--- config.mk ---
export PLATFORM = sky130hd
export DESIGN_NAME = led_shift_latch
export DESIGN_NICKNAME = d
export VERILOG_FILES = /design/src/rtl/led_shift_pkg.sv /design/src/rtl/led_shift_latch_shift_lane.sv /design/src/rtl/led_shift_latch.sv
export SDC_FILE = /design/constraint.sdc
export NUM_CORES = 1
export LEC_CHECK = 0
export CAP_MARGIN = 20
export CORE_UTILIZATION = 51
export DETAILED_ROUTE_END_ITERATION = 7
export HOLD_SLACK_MARGIN = 0.15
export PLACE_DENSITY = 0.88
export RECOVER_POWER = 25
export SLEW_MARGIN = 20
export SYNTH_ARGS = -nofsm -noshare
export SYNTH_HDL_FRONTEND = slang
export SYNTH_SLANG_ARGS = --single-unit
--- constraint.sdc ---
create_clock -name clk -period 1.7 [get_ports clk]
set_input_delay 0.255 -clock clk [delete_from_list [all_inputs] [get_ports clk]]
set_output_delay 0.255 -clock clk [all_outputs]
set_load 0.02 [all_outputs]
--- src/rtl/led_shift_pkg.sv ---
// rtl/led_shift_pkg.sv - shared FSM state type and default parameters for led_shift_latch
package led_shift_pkg;

    typedef enum logic {
        IDLE  = 1'b0,
        SHIFT = 1'b1
    } state_t;

    localparam int DEF_WIDTH     = 8;
    localparam int DEF_CHANNELS  = 4;
    localparam int DEF_LSB_FIRST = 0;

endpackage

--- src/rtl/led_shift_latch_shift_lane.sv ---
// rtl/led_shift_latch_shift_lane.sv - one serial lane: shadow shift register plus parallel output register
module shift_lane #(
    parameter int WIDTH     = 8,
    parameter int LSB_FIRST = 0
) (
    input  logic             clk,
    input  logic             reset,
    input  logic             shift,
    input  logic             clear,
    input  logic             load,
    input  logic             sdata,
    output logic [WIDTH-1:0] q
);

    logic [WIDTH-1:0] shadow;
    logic [WIDTH-1:0] shifted;

    generate
        if (LSB_FIRST != 0) begin : g_lsb
            assign shifted = {sdata, shadow[WIDTH-1:1]};
        end else begin : g_msb
            assign shifted = {shadow[WIDTH-2:0], sdata};
        end
    endgenerate

    // load carries the final bit, so the output takes the shifted value, not the stale shadow
    always_ff @(posedge clk) begin
        if (!reset) begin
            shadow <= '0;
            q      <= '0;
        end else begin
            if (clear) begin
                shadow <= '0;
            end else if (shift) begin
                shadow <= shifted;
            end
            if (load) begin
                q <= shifted;
            end
        end
    end

endmodule

--- src/rtl/led_shift_latch.sv ---
// rtl/led_shift_latch.sv - multi-lane serial-to-parallel frame latch with done/abort pulses
module led_shift_latch
    import led_shift_pkg::*;
#(
    parameter int WIDTH     = DEF_WIDTH,
    parameter int CHANNELS  = DEF_CHANNELS,
    parameter int LSB_FIRST = DEF_LSB_FIRST
) (
    input  logic                      clk,
    input  logic                      reset,
    input  logic [CHANNELS-1:0]       data,
    input  logic                      en,
    output logic [CHANNELS*WIDTH-1:0] dout,
    output logic                      frame_done,
    output logic                      frame_err,
    output logic                      busy,
    output logic [7:0]                frame_cnt
);

    localparam int CW = $clog2(WIDTH);
    localparam logic [CW-1:0] LAST = CW'(WIDTH - 1);

    generate
        if (WIDTH < 2 || WIDTH > 32) begin : g_bad_width
            $error("led_shift_latch: WIDTH must be in 2..32");
        end
        if (CHANNELS < 1 || CHANNELS > 8) begin : g_bad_channels
            $error("led_shift_latch: CHANNELS must be in 1..8");
        end
        if (LSB_FIRST != 0 && LSB_FIRST != 1) begin : g_bad_order
            $error("led_shift_latch: LSB_FIRST must be 0 or 1");
        end
    endgenerate

    state_t        state, next_state;
    logic [CW-1:0] cnt, next_cnt;
    logic          shift, clear, load, done_next, err_next;

    always_ff @(posedge clk) begin
        if (!reset) begin
            state <= IDLE;
        end else begin
            state <= next_state;
        end
    end

    always_comb begin
        next_state = state;
        next_cnt   = cnt;
        shift      = 1'b0;
        clear      = 1'b0;
        load       = 1'b0;
        done_next  = 1'b0;
        err_next   = 1'b0;
        unique case (state)
            IDLE: begin
                if (!en) begin
                    shift      = 1'b1;
                    next_cnt   = CW'(1);
                    next_state = SHIFT;
                end
            end
            SHIFT: begin
                if (!en) begin
                    shift = 1'b1;
                    if (cnt == LAST) begin
                        load       = 1'b1;
                        done_next  = 1'b1;
                        next_cnt   = '0;
                        next_state = IDLE;
                    end else begin
                        next_cnt = cnt + CW'(1);
                    end
                end else begin
                    clear      = 1'b1;
                    err_next   = 1'b1;
                    next_cnt   = '0;
                    next_state = IDLE;
                end
            end
            default: next_state = IDLE;
        endcase
    end

    always_ff @(posedge clk) begin
        if (!reset) begin
            cnt        <= '0;
            frame_done <= 1'b0;
            frame_err  <= 1'b0;
            busy       <= 1'b0;
            frame_cnt  <= '0;
        end else begin
            cnt        <= next_cnt;
            frame_done <= done_next;
            frame_err  <= err_next;
            busy       <= (next_state == SHIFT);
            if (load) begin
                frame_cnt <= frame_cnt + 8'd1;
            end
        end
    end

    generate
        for (genvar k = 0; k < CHANNELS; k++) begin : g_lane
            shift_lane #(
                .WIDTH     (WIDTH),
                .LSB_FIRST (LSB_FIRST)
            ) u_lane (
                .clk   (clk),
                .reset (reset),
                .shift (shift),
                .clear (clear),
                .load  (load),
                .sdata (data[k]),
                .q     (dout[k*WIDTH +: WIDTH])
            );
        end
    endgenerate

endmodule

==> flow_summary_export.csv, run 1 <==
group,metric,value,unit
synth,seq_area_frac_synth,55.6,%
die,die-area,0.00552,mm²
route,vias_per_cell,5.17,
layout,drive_gt1_share,9.40,%
clock_network,cts.sinks,74,
synth,syn_nets,304,
layout,regArea,0.00148,mm²
setup_path,cp-end-kind,"primary output",
pwr,power.density,938,mW/mm²
synth,yosysTopAreaCell,"dfxtp_1",
clock_network,clock-root-buffer,"clkbuf_8",
synth,synth_cell_types,25,
timing,fin_ws,0.0552,ns
synth,syn-mean-instance-area,9.06,µm²
clock_network,cts_tree,"built",
setup_path,arrival,1.39,ns
grt,grt_max_degree,28,
place,dp_hpwl,3.68,mm
die,initial_utilization,54.6,%
die,die_x,74.3,µm
clock_network,holdBufCountCts,0,
job,drv_cap,0,
setup_path,crit_buf_inv,1,
timing,setup_viol,0,
timing,finClkSkew,0.00721,ns
route,vias,2160,
clock_network,path_clk_slew,0.07,ns
layout,n_fill_cell,393,
pwr,power,3270,µW
clock_network,clock_latency,0.34,ns
layout,final_cells,418,
layout,area_delta_synth_final,30.8,%
die,rows,25,
setup_path,cpLargestDelayFamily,"buffers and inverters",
outcome,status,"complete, no violations",
clock_network,clock_path_buffers,2,
synth,ys_top_cells_by_area,"dfxtp_1 56%, mux2i_1 11%, nand2_1 10%",
setup_path,start_kind,"register",
grt,antenna_found_initial,0,
setup_path,slowest_stage,"clkdlybuf4s50_1",
layout,nets,357,
layout,diodes,0,
route,drt-initial-drc-count,107,
synth,yosys_warnings,0,
setup_path,path_class,"register to primary output",
synth,yosysMostFrequentCell,"dfxtp_1",
grt,grt.met2_usage,36.9,%
synth,ys_seq_elements,74,
die,pin_count,50,
synth,netlist_instances,294,
route,ant_nets,0,
timing,drv_slew,0,
die,coreArea,0.00488,mm²
place,gp_congestion,0.799,
timing,holdWs,0.225,ns
layout,postLayoutCoreUtil,71.4,%
pwr,p_leak,0.00133,µW
timing,layout_worst_path_cycle_share,96.8,%
grt,grt.busiest_layer,"met2",
synth,netlist.area_leader.share,55.6,%
clock_network,cts_max_level,3,
grt,grt_util_met3,4.47,%
min_path,min_path_type,"input port to register",
route,drtPass1Iterations,4,
setup_path,slowest_delay,0.64,ns
setup_path,crit_required,1.44,ns
grt,grt_pass1_wl,8.66,mm
grt,overflow,0,
synth,async_flop_share,0,%
route,route.detailed.drc,0,
route,wl_per_cell,13.1,µm
timing,hold_viol,0,
die,fp.dieH,74.3,µm
timing,worst_pin_slew,0.379,ns
synth,synth.top_cells.by_count,"74 x dfxtp_1, 72 x nand2_1, 39 x a21oi_1",
pwr,vdd_drop_max,591,µV
timing,period_minus_slack,1.64,ns
route,routed_wl,5.49,mm
place,dp_cells,401,
setup_path,crit_fanout,5,
grt,met1_usage,23.8,%
synth,synth-main-ff-cell,"dfxtp_1",
place,place_ws,0.0173,ns
grt,grt_use_total,21.1,%
synth,syn_area,0.00266,mm²
timing,relSlewSlack,74.7,%
timing,max_freq,0.608,GHz
synth,synth_edf_count,0,
grt,grt_pass1_vias,1979,
clock_network,cts_inserted_buffers,9,
setup_path,crit_chain,"clkdlybuf4s50_1",
place,io_buffer_count,49,
layout,multi_input_area,0.00111,mm²
[cell usage in the layout, fill, tap and decap left out, types with 4 or more instances in the layout]
master	instances
clkbuf_8	12
mux2i_1	28
o21ai_0	5
buf_4	9
nor2_1	33
dfxtp_1	73
or3_1	4
a21oi_1	38
clkdlybuf4s50_1	46
nand2_1	72
[worst paths after layout]
kind	cells past startpoint	startpoint	slack (ns)	end
max	1	frame_cnt[1]	0.06	frame_cnt[1]
min reg2reg	2	g_lane[3].u_lane.q[5]	0.45	g_lane[3].u_lane.q[5]
max reg2reg	5	cnt[1]	0.09	frame_cnt[7]
min	3	en	0.23	frame_err
[cells by family after synthesis]
family	share of synthesized area, %
and+or+nand+nor	19.0
AOI/OAI and AO/OA	9.68
muxes	10.5
DFF	55.6
xor gates and xnor gates	0.329
buffers and inverters	3.48
adders and majority gates	1.41
[power by group]
part           internal (µW)  switching (µW)  leakage [µW]
clock                    789             598      0.000106
combinational           52.4            67.8      0.000628
sequential              1750            13.0      0.000598
[timing repair]
action	in CTS	in global routing
endpoints found under the hold margin	0	0
gates cloned	0	0
setup buffers	0	2
resized for setup	2	6
pin swaps	0	0
setup endpoints to repair	3	3
[registers in the layout (all words and copies together) (netlist names)]
name / cells
frame_cnt: 8
cnt: 3
frame_err: 1
frame_done: 1
busy: 1
g_lane.u_lane.q: 32
g_lane.u_lane.shadow: 28
[metal layers]
metal / vias to the layer above / share of wire [%]
li1: 1082 / -
met1: 1000 / 43
met2: 63 / 51
met3: 15 / 4.4
met4: 0 / 2.1
met5: - / 0
[stage by stage]
step                area (µm²)  TNS (ns)
floorplan                 2660         0
global placement          3240         0
detailed placement        3240         0
CTS                       3450         0
global route              3480   -0.0210
finish                    3480         0
[final cells by class]
| type | count | share of cell area (%) |
|---|---|---|
| Inverter | 2 | 0.215 |
| Tap cell | 67 | 2.41 |
| Clock inverter | 2 | 1.01 |
| Clock buffer | 13 | 4.85 |
| Timing Repair Buffer | 60 | 17.1 |
| Sequential cell | 74 | 42.5 |
| Multi-Input combinational cell | 200 | 31.9 |
Note: power is estimated with default switching activity, not from simulation.
==> inputs of run 2 (changes only) <==
Settings changed: ABC_AREA set to 1.
==> flow_summary_export.csv, run 2 <==
group,metric,value,unit
clock_network,path_clk_slew,0.07,ns
clock_network,cts_tree,"built",
layout,area_delta_synth_final,28.0,%
route,vias,2451,
synth,ys_top_cells_by_area,"dfxtp_1 54%, nand2_1 18%, a21oi_1 11%",
die,coreArea,0.00514,mm²
synth,netlist.area_leader.share,54.1,%
clock_network,cts.sinks,74,
synth,yosysMostFrequentCell,"nand2_1",
die,fp.dieH,75.3,µm
layout,nets,415,
pwr,power,3350,µW
setup_path,arrival,1.36,ns
place,dp_hpwl,3.96,mm
grt,overflow,0,
setup_path,slowest_delay,0.63,ns
setup_path,cp.depth,1,
setup_path,crit_required,1.44,ns
setup_path,slowest_stage,"clkdlybuf4s50_1",
pwr,power.density,957,mW/mm²
route,vias_per_cell,5.12,
setup_path,cp-end-kind,"primary output",
min_path,worstHoldPathCells,2,
clock_network,clock_latency,0.33,ns
grt,grt_pass1_vias,2240,
place,place_area,0.00330,mm²
clock_network,cts_max_level,3,
die,die-area,0.00566,mm²
route,ant_nets,0,
synth,netlist_instances,353,
timing,setup_viol,0,
setup_path,crit_buf_inv,1,
timing,relSlewSlack,61.5,%
pwr,vdd_drop_max,675,µV
synth,synth_edf_count,0,
min_path,min_path_type,"register to register",
setup_path,path_class,"register to primary output",
grt,grt_max_degree,39,
route,routed_wl,5.89,mm
place,dp_cells,464,
layout,final_area,0.00350,mm²
synth,syn_nets,363,
synth,synth.top_cells.by_count,"131 x nand2_1, 74 x dfxtp_1, 59 x a21oi_1",
layout,final_cells,479,
synth,synth-main-ff-cell,"dfxtp_1",
clock_network,clock_path_buffers,2,
layout,diodes,0,
setup_path,crit_fanout,5,
timing,drv_slew,0,
grt,grt_pass1_wl,9.74,mm
die,pin_count,50,
outcome,status,"complete, no violations",
synth,async_flop_share,0,%
synth,syn-mean-instance-area,7.75,µm²
setup_path,cpLargestDelayFamily,"buffers and inverters",
die,initial_utilization,53.2,%
synth,syn_area,0.00274,mm²
timing,rsz0062_at_grt,"false",
setup_path,crit_chain,"clkdlybuf4s50_1",
grt,antenna_found_initial,0,
place,io_buffer_count,49,
setup_path,reg2reg_depth,9,
clock_network,cts_setup_buffers,0,
synth,seq_area_frac_synth,54.1,%
synth,synth_cell_types,19,
layout,drive_gt1_share,7.33,%
timing,fin_ws,0.0858,ns
synth,yosys_warnings,0,
timing,layout_worst_path_cycle_share,95.0,%
synth,ys_seq_elements,74,
route,drt-initial-drc-count,122,
route,wl_per_cell,12.3,µm
timing,tns,0,ns
timing,finClkSkew,0.00764,ns
synth,yosysTopAreaCell,"dfxtp_1",
place,place_ws,0.0696,ns
timing,hold_viol,0,
clock_network,clock-root-buffer,"clkbuf_8",
job,drv_cap,0,
route,route.detailed.drc,0,
layout,layout_commonest_cell,"nand2_1",
timing,max_freq,0.620,GHz
layout,largest_reg_flops,32,
place,gp_congestion,0.826,
layout,reg_top3,"g_lane.u_lane.q x32, g_lane.u_lane.shadow x28, frame_cnt x8",
route,drtPass1Iterations,4,
layout,top_register,"g_lane.u_lane.q",
timing,period_minus_slack,1.61,ns
layout,final_cell_mix,"131 x nand2_1, 74 x dfxtp_1, 59 x a21oi_1",
die,die_x,75.3,µm
die,rows,26,
clock_network,cts_inserted_buffers,9,
grt,grt_use_total,22.8,%
timing,worst_pin_slew,0.577,ns
setup_path,start_kind,"register",
pwr,p_leak,0.00126,µW
## run 2: cell type report
cell class | count | area, µm²
clock buffers | 13 | 159
well taps | 70 | 87.6
flip-flops and latches | 74 | 1480
repair buffers | 62 | 596
multi-input cells | 243 | 1060
inverters | 15 | 58.8
clock inverters | 2 | 60.1
fillers | 420 | 1640
## run 2: cells by family after synthesis
logic type,after synthesis,synth area share [%]
simple gates,172,24.8
flops,74,54.1
compound gates,68,12.9
buf+inv,36,6.72
fa+ha+maj,3,1.37
## run 2: per-stage QoR
stage | utilization [%] | hold slack, ns
final | 68.1 | 0.465
after global routing | 68.1 | 0.487
after CTS | 68.4 | 0.469
after detailed placement | 64.2 | 0.457
after global placement | 64.2 | 0.451
after floorplan | - | 0.391
## run 2: final timing paths
check,from,to,slack [ns]
setup reg to reg,cnt[0],frame_cnt[5],0.17
hold reg to reg,g_lane[2].u_lane.q[2],g_lane[2].u_lane.q[2],0.47
hold / removal,g_lane[2].u_lane.q[2],g_lane[2].u_lane.q[2],0.47
setup / recovery,frame_cnt[1],frame_cnt[1],0.09
## run 2: repair_timing
item | in CTS | in global routing
endpoints found under the setup margin | 1 | 2
gates resized for setup | 1 | 2
hold buffers | 0 | 0
gates cloned | 0 | 0
pin swaps | 0 | 0
endpoints found under the hold margin | 0 | 0
## run 2: layer usage
| layer | wire, µm | up-vias | GRT usage (%) |
|---|---|---|---|
| li1 | - | 1230 | - |
| met1 | 2650 | 1152 | 28.1 |
| met2 | 2910 | 57 | 38.3 |
| met3 | 227 | 12 | 6.96 |
| met4 | 106 | 0 | 7.20 |
| met5 | 0 | - | 0 |
## run 2: power breakdown
group | total [µW] | internal (µW) | switching [µW]
registers | 1760 | 1750 | 11.7
logic | 117 | 40.0 | 76.9
clock network | 1480 | 901 | 578
total | 3350 | 2690 | 666
==> inputs of run 3 (changes only) <==
Settings changed: CORE_UTILIZATION 51 to 55, PLACE_DENSITY 0.88 to 0.93.
Clock period 1.7 ns to 1.96 ns, I/O delays scaled along.
==> flow_summary_export.csv, run 3 (synthesis gave the netlist of run 2 again) <==
group,metric,value,unit
route,drtPass1Iterations,4,
setup_path,arrival,1.48,ns
layout,final_area,0.00350,mm²
timing,drv_slew,0,
clock_network,path_clk_slew,0.07,ns
pwr,power.density,858,mW/mm²
die,rows,25,
die,coreArea,0.00475,mm²
place,place_area,0.00329,mm²
die,pin_count,50,
timing,period_minus_slack,1.77,ns
grt,grt_max_degree,39,
die,die_x,72.5,µm
setup_path,reg2reg_depth,4,
grt,antenna_found_initial,0,
layout,drive_gt1_share,6.90,%
route,route.detailed.drc,0,
clock_network,holdBufCountCts,0,
setup_path,slowest_delay,0.66,ns
setup_path,worstSetupStartpoint,"busy",
die,initial_utilization,57.6,%
grt,grt_pass1_vias,2227,
pwr,combPwrFrac,3.3,%
die,fp.dieH,72.5,µm
place,dp_hpwl,3.69,mm
setup_path,crit_buf_inv,1,
clock_network,cts_inserted_buffers,9,
pwr,vdd_drop_max,777,µV
setup_path,slowest_stage,"clkdlybuf4s50_1",
clock_network,cts.sinks,74,
clock_network,clock_latency,0.34,ns
timing,setup_viol,0,
layout,nets,411,
layout,diodes,0,
grt,grt_use_total,23.4,%
route,ant_nets,0,
layout,postLayoutCoreUtil,73.5,%
grt,grt_pass1_wl,9.54,mm
setup_path,cp-end-kind,"primary output",
timing,finClkSkew,0.0107,ns
route,vias,2415,
timing,max_freq,0.565,GHz
setup_path,path_class,"register to primary output",
pwr,power_frac_clock,45.9,%
pwr,pwr-share-seq,50.8,%
layout,top_register,"g_lane.u_lane.q",
job,drv_cap,0,
timing,tns,0,ns
pwr,p_int,2390,µW
pwr,swShare,20.3,%
pwr,p_sw,608,µW
clock_network,cts_resized,0,
clock_network,cts_max_level,3,
layout,area_delta_synth_final,27.8,%
place,io_buffer_count,49,
timing,rsz0062_at_grt,"false",
outcome,status,"complete, no violations",
timing,layout_worst_path_cycle_share,90.3,%
route,wl_per_cell,12.0,µm
route,drt-initial-drc-count,134,
layout,layout_commonest_cell,"nand2_1",
setup_path,r2r-start,"busy",
setup_path,crit_fanout,7,
setup_path,cpLargestDelayFamily,"buffers and inverters",
timing,worst_pin_slew,0.554,ns
layout,largest_reg_flops,32,
setup_path,cp.depth,1,
grt,overflow,0,
clock_network,cts_setup_buffers,0,
setup_path,timing.rr.end,"g_lane[0].u_lane.shadow[3]",
route,routed_wl,5.70,mm
clock_network,clock_path_buffers,2,
setup_path,crit_required,1.67,ns
timing,relSlewSlack,63.1,%
setup_path,critPathCapture,"busy",
clock_network,cts_tree,"built",
route,vias_per_cell,5.11,
layout,reg_top3,"g_lane.u_lane.q x32, g_lane.u_lane.shadow x28, frame_cnt x8",
pwr,p_leak,0.00122,µW
setup_path,start_kind,"register",
place,gp_congestion,0.846,
setup_path,reg2reg_slack,0.43,ns
setup_path,crit_chain,"clkdlybuf4s50_1",
die,die-area,0.00526,mm²
layout,final_cell_mix,"131 x nand2_1, 74 x dfxtp_1, 59 x a21oi_1",
clock_network,clock-root-buffer,"clkbuf_8",
timing,hold_viol,0,
min_path,min_path_type,"register to register",
==> run 3: routing by layer <==
metal  GRT usage, %  routed length (µm)  up-vias
met4           13.1                 114        0
met2           38.7                2760       71
met5              0                   0        -
met3           4.58                 310       12
li1               -                   -     1222
met1           28.6                2510     1110
==> run 3: cell type report <==
cell class	instances	area [µm²]
multi-input combinational	243	1060
clock inverter	5	103
fill	386	1260
timing repair buffer	58	578
sequential	74	1480
inverter	15	58.8
tap	67	83.8
clock buffer	11	131
==> run 3: how the worst min path moves through the flow <==
stage,startpoint,end,slack [ns],depth (start not counted)
3_3_place_gp,g_lane[3].u_lane.shadow[6],g_lane[3].u_lane.shadow[6],0.45,2
4_1_cts,g_lane[0].u_lane.shadow[6],g_lane[0].u_lane.shadow[6],0.46,2
6_report,g_lane[0].u_lane.shadow[6],g_lane[0].u_lane.shadow[6],0.46,2
2_1_floorplan,reset,g_lane[3].u_lane.q[7],0.43,2
5_1_grt,g_lane[2].u_lane.q[3],g_lane[2].u_lane.q[3],0.48,2
3_5_place_dp,g_lane[0].u_lane.shadow[6],g_lane[0].u_lane.shadow[6],0.45,2
==> run 3: per-stage QoR <==
stage / total power, µW / hold WS, ns / cells / worst slack, ns
2_1_floorplan: 1620 / 0.430 / 353 / 0.638
3_3_place_gp: 1660 / 0.448 / 457 / 0.347
3_5_place_dp: 1670 / 0.453 / 457 / 0.291
4_1_cts: 3030 / 0.463 / 473 / 0.186
5_1_grt: 3100 / 0.479 / 473 / 0.125
6_report: 3000 / 0.462 / 473 / 0.190
==> run 3: power groups by stage <==
| stage | Combinational (µW) | Clock [µW] | Sequential [µW] |
|---|---|---|---|
| floorplan | 64.0 | 0 | 1560 |
| global placement | 104 | 0 | 1560 |
| detailed placement | 107 | 0 | 1560 |
| CTS | 108 | 1390 | 1520 |
| global route | 108 | 1470 | 1520 |
| finish | 98.9 | 1380 | 1520 |
==> run 3: tightest hold or removal path, cell delays in order (launching register included) <==
cell     delay [ns]
dfxtp_1        0.31
nand2_1        0.06
a21oi_1        0.05
